## src/rtl/alu_share_arbiter.sv

```systemverilog
// Round-robin arbiter sharing one registered ALU between two valid/ready requesters.
// Optional grant/conflict statistics are enabled by defining ALU_ARB_STATS_EN.
`timescale 1ns/1ps
module alu_share_arbiter #(
  parameter int DATA_W  = 32,
  parameter int ALU_LAT = 1
) (
  input  logic              clk,
  input  logic              n_rst,
  input  logic              req0_valid,
  input  logic [DATA_W-1:0] req0_rd1,
  input  logic [DATA_W-1:0] req0_rd2,
  input  logic [3:0]        req0_op,
  output logic              req0_ready,
  output logic              rsp0_valid,
  output logic [DATA_W-1:0] rsp0_result,
  input  logic              req1_valid,
  input  logic [DATA_W-1:0] req1_rd1,
  input  logic [DATA_W-1:0] req1_rd2,
  input  logic [3:0]        req1_op,
  output logic              req1_ready,
  output logic              rsp1_valid,
  output logic [DATA_W-1:0] rsp1_result,
  output logic [DATA_W-1:0] alu_rd1,
  output logic [DATA_W-1:0] alu_rd2,
  output logic [3:0]        alu_op,
  input  logic [DATA_W-1:0] alu_out,
`ifdef ALU_ARB_STATS_EN
  output logic [15:0]       grant_cnt0,
  output logic [15:0]       grant_cnt1,
  output logic [15:0]       conflict_cnt,
`endif
  output logic              busy
);

  localparam int CNT_W = $clog2(ALU_LAT + 2);
  localparam logic [CNT_W-1:0] CNT_LAST = CNT_W'(ALU_LAT);

  generate
    if (ALU_LAT < 1) begin : g_bad_lat
      $error("alu_share_arbiter: ALU_LAT must be >= 1");
    end
  endgenerate

  typedef enum logic [1:0] {IDLE, EXEC, RESP} state_t;

  state_t           state, state_nxt;
  logic             last_grant;
  logic             owner;
  logic             grant;
  logic             accept;
  logic             conflict;
  logic [CNT_W-1:0] cnt;

  // Combinational grant: a lone requester always wins, a conflict goes to the port not served last.
  always_comb begin
    conflict = req0_valid && req1_valid;
    grant    = req1_valid;
    if (conflict) grant = ~last_grant;
  end

  assign req0_ready = n_rst && (state == IDLE) && req0_valid && !grant;
  assign req1_ready = n_rst && (state == IDLE) && req1_valid && grant;
  assign accept     = req0_ready || req1_ready;
  assign busy       = (state != IDLE);
  assign rsp0_valid = (state == RESP) && !owner;
  assign rsp1_valid = (state == RESP) && owner;

  always_comb begin
    state_nxt = state;
    case (state)
      IDLE:    if (accept) state_nxt = EXEC;
      EXEC:    if (cnt == CNT_LAST) state_nxt = RESP;
      RESP:    state_nxt = IDLE;
      default: state_nxt = IDLE;
    endcase
  end

  always_ff @(posedge clk or negedge n_rst) begin
    if (!n_rst) begin
      state      <= IDLE;
      last_grant <= 1'b1;
      owner      <= 1'b0;
      cnt        <= '0;
    end else begin
      state <= state_nxt;
      if (accept) begin
        owner      <= grant;
        last_grant <= grant;
        cnt        <= '0;
      end else if (state == EXEC) begin
        cnt <= cnt + CNT_W'(1);
      end
    end
  end

  // Issue stage: operands stay frozen at the ALU until the next accept.
  always_ff @(posedge clk or negedge n_rst) begin
    if (!n_rst) begin
      alu_rd1 <= '0;
      alu_rd2 <= '0;
      alu_op  <= 4'b0000;
    end else if (accept) begin
      alu_rd1 <= grant ? req1_rd1 : req0_rd1;
      alu_rd2 <= grant ? req1_rd2 : req0_rd2;
      alu_op  <= grant ? req1_op  : req0_op;
    end
  end

  // Response stage: sample the ALU one edge after its result settles.
  always_ff @(posedge clk or negedge n_rst) begin
    if (!n_rst) begin
      rsp0_result <= '0;
      rsp1_result <= '0;
    end else if ((state == EXEC) && (cnt == CNT_LAST)) begin
      if (owner) rsp1_result <= alu_out;
      else       rsp0_result <= alu_out;
    end
  end

`ifdef ALU_ARB_STATS_EN
  function automatic logic [15:0] sat_inc(input logic [15:0] v);
    return (v == 16'hFFFF) ? v : v + 16'd1;
  endfunction

  always_ff @(posedge clk or negedge n_rst) begin
    if (!n_rst) begin
      grant_cnt0   <= '0;
      grant_cnt1   <= '0;
      conflict_cnt <= '0;
    end else begin
      if (req0_ready) grant_cnt0 <= sat_inc(grant_cnt0);
      if (req1_ready) grant_cnt1 <= sat_inc(grant_cnt1);
      if ((state == IDLE) && conflict) conflict_cnt <= sat_inc(conflict_cnt);
    end
  end
`endif

endmodule

```

## config.mk

```make
export PLATFORM = sky130hd
export DESIGN_NAME = alu_share_arbiter
export DESIGN_NICKNAME = d
export VERILOG_FILES = /design/src/rtl/alu_share_arbiter.sv
export SDC_FILE = /design/constraint.sdc
export NUM_CORES = 1
export LEC_CHECK = 0
export ABC_AREA = 0
export CORE_MARGIN = 2
export CORE_UTILIZATION = 30
export CTS_CLUSTER_SIZE = 28
export DETAILED_ROUTE_END_ITERATION = 8
export PLACE_DENSITY = 0.7
export RECOVER_POWER = 100
export SLEW_MARGIN = 20
export SYNTH_ARGS = -nofsm -noshare
export SYNTH_HDL_FRONTEND = slang
export SYNTH_SLANG_ARGS = --single-unit
export TNS_END_PERCENT = 20
```

## constraint.sdc

```tcl
create_clock -name clk -period 3.8 [get_ports clk]
set_input_delay 0.76 -clock clk [delete_from_list [all_inputs] [get_ports clk]]
set_output_delay 0.76 -clock clk [all_outputs]
set_load 0.1 [all_outputs]
```

==> run metrics <==
Final Slew Violations 99; Top FF cell, synth dfrtp_1; clock-pin slew on the worst setup and hold paths roughly 0.060 ns; Filler cells around 1,900; failing checks max-capacitance violations, max-slew violations; layout cells sized above 1 9.34%; status finished, violations left; peak fanout along the critical path 6; Final Cycle Share 83.6%; Distinct cells, synth 32; IO buf count between 300 and 400; total gr overflow 0; Crit Path Class input port to output port; synthesized area just over 6000 um2; Final setup viols 0; Antenna diodes 0; CP bufs+invs 2; routed via count 5,053; Max transition margin -16.9%; worst slew pin tran 1.75 ns; Reg2Reg Depth 3; Gate Count Post-Synth 531; initial antenna violation count 0; Resized Gates After CTS 0; Worst Hold Path EP rsp0_result[4]; Reg-to-Reg End rsp1_result[7]; Synth Warn # 0; register area share after synthesis between 50% and 60%; CP endpoint kind output port; RSZ-0062 raised after global routing no; HP Start rsp0_result[4]; flops & latches, synth 138; final WL 18,000 um; core area approximately 20,000 um2; Syn Nets 704; Worst path max stage delay 0.71 ns; DRC violations left 0; area of the multi-input gates approximately 1600 um2; data arrival time of the critical path around 2.4 ns; Worst setup SP type input port; Nets around 1,000; largest net degree at the start of global routing 75; first-pass GRT wire length 29,000 um; Crit-path slowest cell nor3b_1; largest cells by area after synthesis dfrtp_1, inv_1, a222oi_1; CTS Hold Buffers Added 0; top-area cell type share of the netlist area between 50 and 60%; Final HPWL DP 12,600 um; Total GRT Usage between 10% and 20%; CTS buffer count 17; max cap viols 2; Final Hold Vio Count 0; 1st-pass router iterations 8; vias in the first global route 5,333; type of the most critical hold path flip-flop to flip-flop; Vias/cell 4.53; H-tree levels 4; worst endpoint required time 3.04 ns; final setup TNS 0 ns; Die Y-Extent 148 um; post-route ant nets 0; Avg Inst Size Synth 11.7 um2; Clock Path Buffers 2; die area 21,800 um2; DIE WIDTH ~150 um; CP cell instances clkbuf_1 > nor3b_1 > and3_2 > clkbuf_2; Post-synth EDFFs 0; Rows 52; count leader, synth inv_1; Iter 0 DRT Violations 399; GPL Wtd Cong between 0.7 and 0.8; clk_lat worst skew 0.42 ns; final worst path period need 3.18 ns; root buffer cell clkbuf_16; Critical R2R Launch state[0]; CTS tree done; register area 3450 um2; Final Skew 0.0103 ns; CP delay by family, top simple AND/OR/NAND/NOR gates; Routed WL per cell 16.1 um; # IOs ~310; Post-CTS Setup Bufs 0; Layout Area Growth over Synthesis 59.4%; leading cell types by count after synthesis inv_1, dfrtp_1, a222oi_1; Initial Utilization 30.6%; clk sinks 138; Worst Hold Depth 1; R2R setup slack 0.77 ns; fmax 315 MHz; Synth area leader dfrtp_1; Async S/R FF share, synth 100%
[sequential cells by signal, indices dropped and copies added (netlist names)]
register	count
alu_rd1	32
alu_rd2	32
rsp0_result	32
rsp1_result	32
alu_op	4
cnt	2
state	2
last_grant	1
owner	1
[worst reg2reg max path, cell delays in order, from the launching register on]
cell and delay [ns]:
dfrtp_1 0.38, nor2b_1 0.42, nand3_1 1.29, mux2_1 0.82
[routing by layer]
| layer | share of wire, % | track usage [%] |
|---|---|---|
| met3 | 7.1 | 4.85 |
| met1 | 41 | 21.4 |
| met4 | 2.4 | 6.25 |
| met5 | 0 | 0 |
| met2 | 49 | 27.6 |
[cell families (layout without fill, tap and decap cells)]
| logic type | Yosys count | count (layout) | share of synthesized area [%] |
|---|---|---|---|
| AND/OR/NAND/NOR | 15 | 15 | 1.86 |
| buffers and inverters | 238 | 553 | 16.8 |
| flip-flops | 138 | 138 | 55.8 |
| XOR/XNOR | 1 | 1 | 0.142 |
| adder cells (fa/ha/maj) | 1 | 1 | 0.202 |
| AO/OA/AOI/OAI | 74 | 74 | 11.7 |
| multiplexers | 64 | 64 | 13.5 |
[cell usage in the layout, fill, tap and decap left out, types with 2 or more instances in the layout]
| cell type | instances |
|---|---|
| a222oi_1 | 68 |
| dfrtp_1 | 137 |
| mux2_2 | 32 |
| clkbuf_1 | 5 |
| dlygate4sd3_1 | 134 |
| clkbuf_16 | 17 |
| nor2b_1 | 2 |
| nand2_1 | 2 |
| mux2_1 | 29 |
| buf_4 | 3 |
| clkbuf_2 | 3 |
| nor3b_1 | 2 |
| mux2_4 | 3 |
| clkdlybuf4s50_1 | 169 |
| clkinvlp_4 | 2 |
| inv_6 | 5 |
| inv_1 | 207 |
| bufinv_16 | 3 |
| inv_8 | 2 |
| and3_2 | 2 |
| o21ai_0 | 2 |
[worst max-delay path by stage]
stage,from,endpoint,slack (ns),depth (start not counted)
floorplan,owner,rsp0_valid,0.39,1
global placement,n_rst,alu_rd1[23],1.11,5
detailed placement,n_rst,alu_rd1[31],1.04,5
CTS,state[1],busy,0.90,2
global route,state[0],rsp1_result[7],0.49,3
finish,n_rst,req0_ready,0.62,4
[through the flow]
stage / utilization, % / cells / hold slack [ns] / cell area, um2 / setup WS, ns
after global routing: 48.7 / 1116 / 0.499 / 9860 / 0.492
after detailed placement: 46.6 / 1085 / 0.486 / 9440 / 1.04
final: 48.7 / 1116 / 0.479 / 9860 / 0.623
after floorplan: - / 531 / 0.464 / 6190 / 0.392
after CTS: 49.7 / 1116 / 0.501 / 10000 / 0.903
after global placement: 46.6 / 1085 / 0.482 / 9440 / 1.11
[area by class of cell]
cell class	count	area share (%)
well taps	270	3.43
multi-input cells	155	16.0
inverters	207	7.88
repair buffers	315	31.5
clock buffers	17	4.31
flip-flops and latches	138	35.0
clock inverters	14	1.88
Power is not shown: default switching activity piles up to over one toggle a cycle in this logic, so the estimate is an artifact.
